## src/rtl/intr_ctrl_if.sv

```systemverilog
// Bus between the CPU pipeline and the interrupt controller.
// The master (CPU side) drives events, mask writes and handshakes.
// The slave (controller) returns the request, cause and status.
interface intr_ctrl_if #(
  parameter int unsigned N_SRC = 4
);
  localparam int unsigned CW = (N_SRC > 1) ? $clog2(N_SRC) : 1;

  logic [N_SRC-1:0] src;
  logic             mask_we;
  logic [N_SRC-1:0] mask_wdata;
  logic             ack;
  logic             iret;
  logic             irr;
  logic [CW-1:0]    cause;
  logic             busy;
  logic [N_SRC-1:0] pending;
  logic [N_SRC-1:0] mask;

  modport master (
    output src, mask_we, mask_wdata, ack, iret,
    input  irr, cause, busy, pending, mask
  );

  modport slave (
    input  src, mask_we, mask_wdata, ack, iret,
    output irr, cause, busy, pending, mask
  );
endinterface

```

## src/rtl/intr_ctrl.sv

```systemverilog
// Interrupt controller: latches rising edges on the source lines, masks them,
// picks one by fixed priority (bit 0 highest) and runs a single non-nesting
// request -> service -> return handshake with the CPU.
module intr_ctrl #(
  parameter int unsigned N_SRC = 4
) (
  input  logic        clk,
  input  logic        reset,
  intr_ctrl_if.slave  bus
);
  localparam int unsigned CW = (N_SRC > 1) ? $clog2(N_SRC) : 1;

  typedef enum logic [1:0] {StIdle, StReq, StService} state_e;

  state_e           state_q, state_d;
  logic             irr_q, irr_d;
  logic             busy_q, busy_d;
  logic [CW-1:0]    cause_q, cause_d;
  logic [N_SRC-1:0] pending_q, pending_d;
  logic [N_SRC-1:0] mask_q, mask_d;
  logic [N_SRC-1:0] src_q;
  logic [N_SRC-1:0] edges;
  logic [N_SRC-1:0] cand;
  logic [N_SRC-1:0] clr;
  logic [CW-1:0]    winner;
  logic             any_cand;

  assign edges    = bus.src & ~src_q;
  assign cand     = pending_q & mask_q;
  assign any_cand = |cand;

  // Fixed-priority pick: scanning downwards leaves the lowest set index.
  always_comb begin
    winner = '0;
    for (int i = int'(N_SRC) - 1; i >= 0; i--) begin
      if (cand[i]) winner = CW'(i);
    end
  end

  // Next state, frozen cause and the pending-clear vector for an accepted ack.
  always_comb begin
    state_d = state_q;
    cause_d = cause_q;
    clr     = '0;
    unique case (state_q)
      StIdle: begin
        if (any_cand) begin
          cause_d = winner;
          state_d = StReq;
        end
      end
      StReq: begin
        // Ack beats a withdrawal caused by a mask write in the same cycle.
        if (bus.ack) begin
          state_d      = StService;
          clr[cause_q] = 1'b1;
        end else if (!mask_q[cause_q]) begin
          state_d = StIdle;
        end
      end
      StService: begin
        if (bus.iret) state_d = StIdle;
      end
      default: state_d = StIdle;
    endcase
    irr_d = (state_d == StReq);
    busy_d = (state_d == StService);
  end

  // A new edge on the bit being acknowledged survives the clear.
  always_comb begin
    pending_d = (pending_q & ~clr) | edges;
    mask_d    = bus.mask_we ? bus.mask_wdata : mask_q;
  end

  // State and status registers; src_q resets low so a line held high through
  // reset release produces exactly one event.
  always_ff @(posedge clk) begin
    if (reset) begin
      state_q   <= StIdle;
      irr_q     <= 1'b0;
      busy_q    <= 1'b0;
      cause_q   <= '0;
      pending_q <= '0;
      mask_q    <= '0;
      src_q     <= '0;
    end else begin
      state_q   <= state_d;
      irr_q     <= irr_d;
      busy_q    <= busy_d;
      cause_q   <= cause_d;
      pending_q <= pending_d;
      mask_q    <= mask_d;
      src_q     <= bus.src;
    end
  end

  assign bus.irr     = irr_q;
  assign bus.busy    = busy_q;
  assign bus.cause   = cause_q;
  assign bus.pending = pending_q;
  assign bus.mask    = mask_q;
endmodule

```

## src/flat_wrapper.sv

```systemverilog
// flat-port wrapper written by rule: the top's interface ports become plain ports
module intr_ctrl_flat 
#(
  parameter int unsigned N_SRC = 4
)
  (clk, reset, bus_src, bus_mask_we, bus_mask_wdata, bus_ack, bus_iret, bus_irr, bus_cause, bus_busy, bus_pending, bus_mask);
  intr_ctrl_if #(.N_SRC(N_SRC)) bus_i ();
  input  logic clk;
  input  logic reset;
  input wire logic [$bits(bus_i.src)-1:0] bus_src;
  input wire logic [$bits(bus_i.mask_we)-1:0] bus_mask_we;
  input wire logic [$bits(bus_i.mask_wdata)-1:0] bus_mask_wdata;
  input wire logic [$bits(bus_i.ack)-1:0] bus_ack;
  input wire logic [$bits(bus_i.iret)-1:0] bus_iret;
  output wire logic [$bits(bus_i.irr)-1:0] bus_irr;
  output wire logic [$bits(bus_i.cause)-1:0] bus_cause;
  output wire logic [$bits(bus_i.busy)-1:0] bus_busy;
  output wire logic [$bits(bus_i.pending)-1:0] bus_pending;
  output wire logic [$bits(bus_i.mask)-1:0] bus_mask;
  assign bus_i.src = bus_src;
  assign bus_i.mask_we = bus_mask_we;
  assign bus_i.mask_wdata = bus_mask_wdata;
  assign bus_i.ack = bus_ack;
  assign bus_i.iret = bus_iret;
  assign bus_irr = bus_i.irr;
  assign bus_cause = bus_i.cause;
  assign bus_busy = bus_i.busy;
  assign bus_pending = bus_i.pending;
  assign bus_mask = bus_i.mask;
  intr_ctrl #(.N_SRC(N_SRC)) u_core (.clk(clk), .reset(reset), .bus(bus_i));
endmodule
```

## config.mk

```make
export PLATFORM = sky130hd
export DESIGN_NAME = intr_ctrl_flat
export DESIGN_NICKNAME = d
export VERILOG_FILES = /design/src/rtl/intr_ctrl_if.sv /design/src/rtl/intr_ctrl.sv /design/src/flat_wrapper.sv
export SDC_FILE = /design/constraint.sdc
export NUM_CORES = 1
export LEC_CHECK = 0
export BUFFER_PORTS_ARGS = -buffer_cell sky130_fd_sc_hd__buf_2
export CAP_MARGIN = 0
export CELL_PAD_IN_SITES_DETAIL_PLACEMENT = 0
export CELL_PAD_IN_SITES_GLOBAL_PLACEMENT = 1
export CORE_ASPECT_RATIO = 0.8
export CORE_MARGIN = 5
export CORE_UTILIZATION = 35
export CTS_CLUSTER_DIAMETER = 30
export DETAILED_ROUTE_END_ITERATION = 8
export GPL_ROUTABILITY_DRIVEN = 0
export GPL_TIMING_DRIVEN = 0
export PLACE_DENSITY = 0.78
export SYNTH_ARGS = -nofsm -noshare
export SYNTH_HDL_FRONTEND = slang
export SYNTH_SLANG_ARGS = --single-unit
```

## constraint.sdc

```tcl
create_clock -name clk -period 1.4 [get_ports clk]
set_input_delay 0.28 -clock clk [delete_from_list [all_inputs] [get_ports clk]]
set_output_delay 0.28 -clock clk [all_outputs]
set_load 0.05 [all_outputs]
```

==> summary.txt, run 1 <==
Status
  • Outcome: finished, final reports clean

Power
  • Net Switching: around 0.32 mW
  • Pwr dens: between 1000 and 1500 nW/um^2
  • Maximum VDD drop: 774.5 uV
  • Seq pwr share: a little under three fifths
  • Internal Pwr Total: around 0.7 mW
  • Net Sw Frac: between 30% and 40%
  • Total power: between 1 and 1.5 mW
  • LEAKAGE: between 0.3 and 0.4 nW
  • Clock network power share: a little under a quarter
  • Comb pwr share: around a fifth

STA
  • Fin. Hold Viols: 0
  • Fmax: about 0.76 GHz
  • Slew HR: 80.68%
  • Setup TNS: 0 ps
  • Final Setup Violations: 0
  • Tcrit/Tclk final: 93.82%
  • Clock Skew: between 3 and 4 ps
  • Slew Viols, Final: 0
  • RSZ-0062 raised after global routing: false
  • Slew @ Worst Pin: about 290 ps
  • Fin crit period: roughly 1300 ps

Clocking
  • Clock Path Buffers: 2
  • # hold bufs at CTS: 0
  • Clock sinks: 18
  • CTS tree: done
  • H-tree Lvls: 1
  • Root buf cell: clkbuf_4
  • Clk pin slew, worst setup/hold paths: about 90 ps
  • Clock latency on the worst-skew pair: just under 300 ps
  • CTS buffer count: 3

Yosys
  • Count leader, synth: dfxtp_1
  • Synth Net Count: 79
  • Main synth FF type: dfxtp_1
  • Most area-hungry cell type in the Yosys netlist: dfxtp_1
  • Library cells used by synthesis: 27
  • Syn_area_per_cell: approximately 11 sq um
  • Fraction of registers with async set/reset: 0%
  • Synth Cell Area: around 710 sq um
  • Ys Warns: 0
  • Synth area leaders: dfxtp_1 51%, mux2i_1 5.6%, nor2b_1 3.5%
  • Syn Inst Count: 66
  • Flops & latches, synth: 18
  • Sequential element share of the synthesized area: 50.79%
  • Post-synth top cells: 18 x dfxtp_1, 5 x nor2_1
  • Synth top area share: 50.79%
  • Number of flops mapped to enable cells by yosys: 0

Detailed routing
  • WL/cell: about 13 microns
  • DR pass1 iterations: 4
  • Detailed Route WL: 1470 microns
  • # DRC: 0
  • DR vias/cell: roughly 5
  • Via count: approximately 580
  • Antenna Violating Nets Remaining: 0
  • DRT iter0 DRCs: 6

Critical path
  • Kind of critical path: reg2out
  • Family with the most delay on the worst path: flip-flops
  • Max stage delay cell, worst path: dfxtp_1
  • Worst-path fanout max: 7
  • Crit-path cells: clkbuf_4
  • Worst setup SP type: register
  • WP buf/inv: 1
  • Worst setup EP type: output port
  • Worst path max stage delay: roughly 460 ps
  • Critical path arrival: 1030 ps
  • Critical path required time: between 1000 and 1500 ps

Global routing
  • GRT Residual Overflow: 0
  • Initial antenna violation count: 0
  • Vias in the first global route: 526
  • Largest net degree at the start of global routing: 11
  • First-pass GRT wire length: 2415 microns
  • GR Util All Layers: ~11%

Placed design
  • Dpl hpwl: 1157 microns
  • Port Buffers: 23

Finish
  • Area grow syn2layout: 25.22%
  • Antenna fix cells: 0
  • Layout cells sized above 1: between 40% and 50%
  • Nets: 107
  • # fillers: 197

Floorplan
  • CORE AREA: 1909 sq um
  • # rows: 14
  • Die area: between 3000 and 4000 sq um
  • Die span in y: 50.27 microns
  • Initial cell density of the core: a little under two fifths
  • I/O pin total: 25
  • Die W: between 60 and 70 microns

Hold path
  • Worst min-delay path category: in2reg

Job
  • Max_cap viols: 0
==> what timing repair did <==
item | 4_1_cts | 5_1_grt
resized for setup | 0 | 1
setup endpoints to repair | 0 | 1
buffers inserted | 0 | 0
==> power groups by stage <==
stage	Sequential, mW	Combinational (mW)	Clock (mW)
finish	0.585	0.210	0.245
global route	0.591	0.224	0.287
CTS	0.585	0.212	0.258
detailed placement	0.597	0.211	0
global placement	0.596	0.209	0
floorplan	0.674	0.0747	0
==> routing by layer <==
layer  wire length, microns  up-vias  track usage, %
met3                    130        3           5.641
met1                    719      266           14.55
met4                     17        0           4.428
met2                    601       16           14.21
li1                       -      294               -
met5                      0        -               0
==> final timing paths <==
check	start	end	depth (start not counted)	slack, ps
setup / recovery	u_core.bus.cause[0]	bus_cause[0]	1	90
hold reg to reg	u_core.src_q[0]	u_core.bus.pending[0]	1	400
setup reg to reg	u_core.bus.cause[1]	u_core.bus.irr	3	180
hold / removal	bus_src[0]	u_core.src_q[0]	3	190
==> state kept, by name, indices dropped and copies added, names as in the netlist <==
signal,count
u_core.bus.pending,4
u_core.bus.mask,4
u_core.state_q,2
u_core.bus.cause,2
u_core.bus.irr,1
u_core.src_q,4
u_core.bus.busy,1
==> metrics by stage <==
stage	worst slack, ps	instance area (sq um)	util, %	cells	hold WS [ps]
after floorplan	10.48	718.2	-	66	363.2
after global placement	201.0	863.3	45.22	113	390.4
after detailed placement	179.2	863.3	45.22	113	393.6
after CTS	48.85	885.9	46.40	116	184.2
after global routing	9.973	888.4	46.53	116	188.2
final	86.47	888.4	46.53	116	192.6
==> placed cells by master (no fill, tap or decap), drive strengths merged, types with 2 or more instances in the layout <==
master  Yosys  layout
a21oi       3       3
a22o        2       2
a32o        2       2
buf         1      23
clkbuf      1       5
dfxtp      18      18
inv         5       5
mux2i       4       4
nand2       4       4
nand4       2       2
nor2        6       6
nor2b       4       4
o21ai       4       4
==> kinds of logic after synthesis <==
| kind of cell | Yosys count | synth area share [%] |
|---|---|---|
| multiplexers | 5 | 8.818 |
| AO/OA/AOI/OAI | 17 | 21.34 |
| AND/OR/NAND/NOR | 19 | 15.17 |
| buffers and inverters | 7 | 3.878 |
| flip-flops | 18 | 50.79 |
==> layout make-up <==
class	count	area, sq um	share of cell area, %
inverters	5	18.77	2.113
repair buffers	23	117.6	13.24
well taps	24	30.03	3.380
flip-flops and latches	18	369.1	41.55
plain buffers	2	8.758	0.9859
clock buffers	3	22.52	2.535
multi-input cells	41	321.6	36.20
==> tightest hold or removal path, delay by kind of cell <==
family / cells / cell delay [ps]
buf+inv: 2 / 130
simple gates: 1 / 60
Power figures use the tool's default switching activity.
==> run 2: changes to the inputs <==
--- a/config.mk
+++ b/config.mk
@@ -5,7 +5,7 @@
 export SDC_FILE = /design/constraint.sdc
 export NUM_CORES = 1
 export LEC_CHECK = 0
-export BUFFER_PORTS_ARGS = -buffer_cell sky130_fd_sc_hd__buf_2
+export BUFFER_PORTS_ARGS = -buffer_cell sky130_fd_sc_hd__buf_4
 export CAP_MARGIN = 0
 export CELL_PAD_IN_SITES_DETAIL_PLACEMENT = 0
 export CELL_PAD_IN_SITES_GLOBAL_PLACEMENT = 1
==> summary.txt, run 2 (synthesis results as in run 1) <==
Status
  • Outcome: finished, final reports clean

Detailed routing
  • Metal2 WL: between 600 and 700 microns
  • Antenna Violating Nets Remaining: 0
  • # DRC: 0
  • WL/cell: around 14 microns
  • DRT iter0 DRCs: 13
  • Detailed Route WL: between 1500 and 2000 microns
  • M1 wire length: roughly 760 microns
  • DR vias/cell: ~5.3
  • Met3 Wirelength: about 140 microns
  • Max Used Layer: met4
  • Via count: 612
  • DR pass1 iterations: 4

Finish
  • Most frequent cells in the layout: 23 x buf_4, 11 x dfxtp_1, 7 x dfxtp_2, 5 x nor2_1
  • Area grow syn2layout: 32.98%
  • Antenna fix cells: 0
  • Final Non-Filler Cells: 116
  • Nets: 107
  • Layout cells sized above 1: 44.57%
  • Most common cell after layout, fill and taps aside: buf_4

Placed design
  • Dpl hpwl: 1240 microns
  • Post-placement setup slack: between 150 and 200 ps
  • Cell count after placement: about 110
  • Port Buffers: 23

Floorplan
  • # rows: 14
  • I/O pin total: 25
  • CORE AREA: 1909 sq um
  • Die W: about 60 microns
  • Die span in y: slightly above 50 microns
  • Die area: 3033 sq um
  • Initial cell density of the core: 37.16%

Critical path
  • Kind of critical path: reg2out
  • Critical path arrival: 1010 ps
  • WP buf/inv: 1
  • Max stage delay cell, worst path: dfxtp_1
  • Family with the most delay on the worst path: flip-flops
  • Worst path max stage delay: 470 ps
  • Worst setup EP type: output port
  • Critical path required time: between 1000 and 1500 ps
  • Worst-path fanout max: 7
  • Worst setup SP type: register
  • Crit-path cells: buf_4

Clocking
  • Root buf cell: clkbuf_4
  • Clock sinks: 18
  • Setup bufs post-CTS: 0
  • CTS buffer count: 3
  • Clock latency on the worst-skew pair: 280 ps
  • Resized cells post-CTS: 0
  • H-tree Lvls: 1
  • Clock Path Buffers: 2
  • CTS tree: done
  • Clk pin slew, worst setup/hold paths: 90 ps
  • # hold bufs at CTS: 0

Global routing
  • Largest net degree at the start of global routing: 11
  • Initial antenna violation count: 0
  • First-pass GRT wire length: 2684 microns
  • GRT Residual Overflow: 0
  • Vias in the first global route: 553
  • GR Util All Layers: 11.77%

STA
  • Slew Viols, Final: 0
  • Tcrit/Tclk final: between 90% and 100%
  • Setup ws final: 112.6 ps
  • Fin. Hold Viols: 0
  • Final Setup Violations: 0
  • Fmax: roughly 0.8 GHz
  • Clock Skew: approximately 2.5 ps
  • RSZ-0062 raised after global routing: false
  • Setup TNS: 0 ps
  • Fin Hold WS: a little under 200 ps
  • Fin crit period: approximately 1300 ps
  • Slew @ Worst Pin: approximately 280 ps
  • Slew HR: approximately 81%

Power
  • Maximum VDD drop: between 700 and 800 uV
  • Total power: 1.059 mW
  • LEAKAGE: around 0.4 nW
  • Pwr dens: 1123 nW/um^2

Hold path
  • Worst min-delay path category: in2reg

Job
  • Max_cap viols: 0
-- run 2: per-stage QoR --
| step | instance area [sq um] | util, % |
|---|---|---|
| after floorplan | 718.2 | - |
| after global placement | 920.9 | 48.23 |
| after detailed placement | 920.9 | 48.23 |
| after CTS | 943.4 | 49.41 |
| after global routing | 943.4 | 49.41 |
| final | 943.4 | 49.41 |
-- run 2: final cells by class --
cell class | instances | area, sq um
well taps | 24 | 30.03
clock buffers | 3 | 22.52
flip-flops and latches | 18 | 369.1
plain buffers | 2 | 8.758
inverters | 5 | 18.77
fillers | 189 | 965.9
multi-input cells | 41 | 321.6
repair buffers | 23 | 172.7
-- run 2: routing by layer --
layer / vias to the layer above / track usage, %
li1: 297 / -
met1: 288 / 16.23
met2: 21 / 16.37
met3: 6 / 6.154
met4: 0 / 2.214
met5: - / 0
-- run 2: final timing paths --
| path | from | end | slack, ps | cells after the start |
|---|---|---|---|---|
| setup / recovery | u_core.bus.cause[0] | bus_cause[0] | 110 | 1 |
| hold / removal | bus_src[0] | u_core.src_q[0] | 190 | 3 |
| setup reg to reg | u_core.bus.cause[1] | u_core.bus.irr | 180 | 3 |
| hold reg to reg | u_core.src_q[0] | u_core.bus.pending[0] | 410 | 1 |
-- run 2: report_power, final --
group          internal (mW)  switching [mW]  total [mW]
clock network         0.0998           0.139       0.239
logic                 0.0921           0.141       0.233
registers              0.549          0.0387       0.588
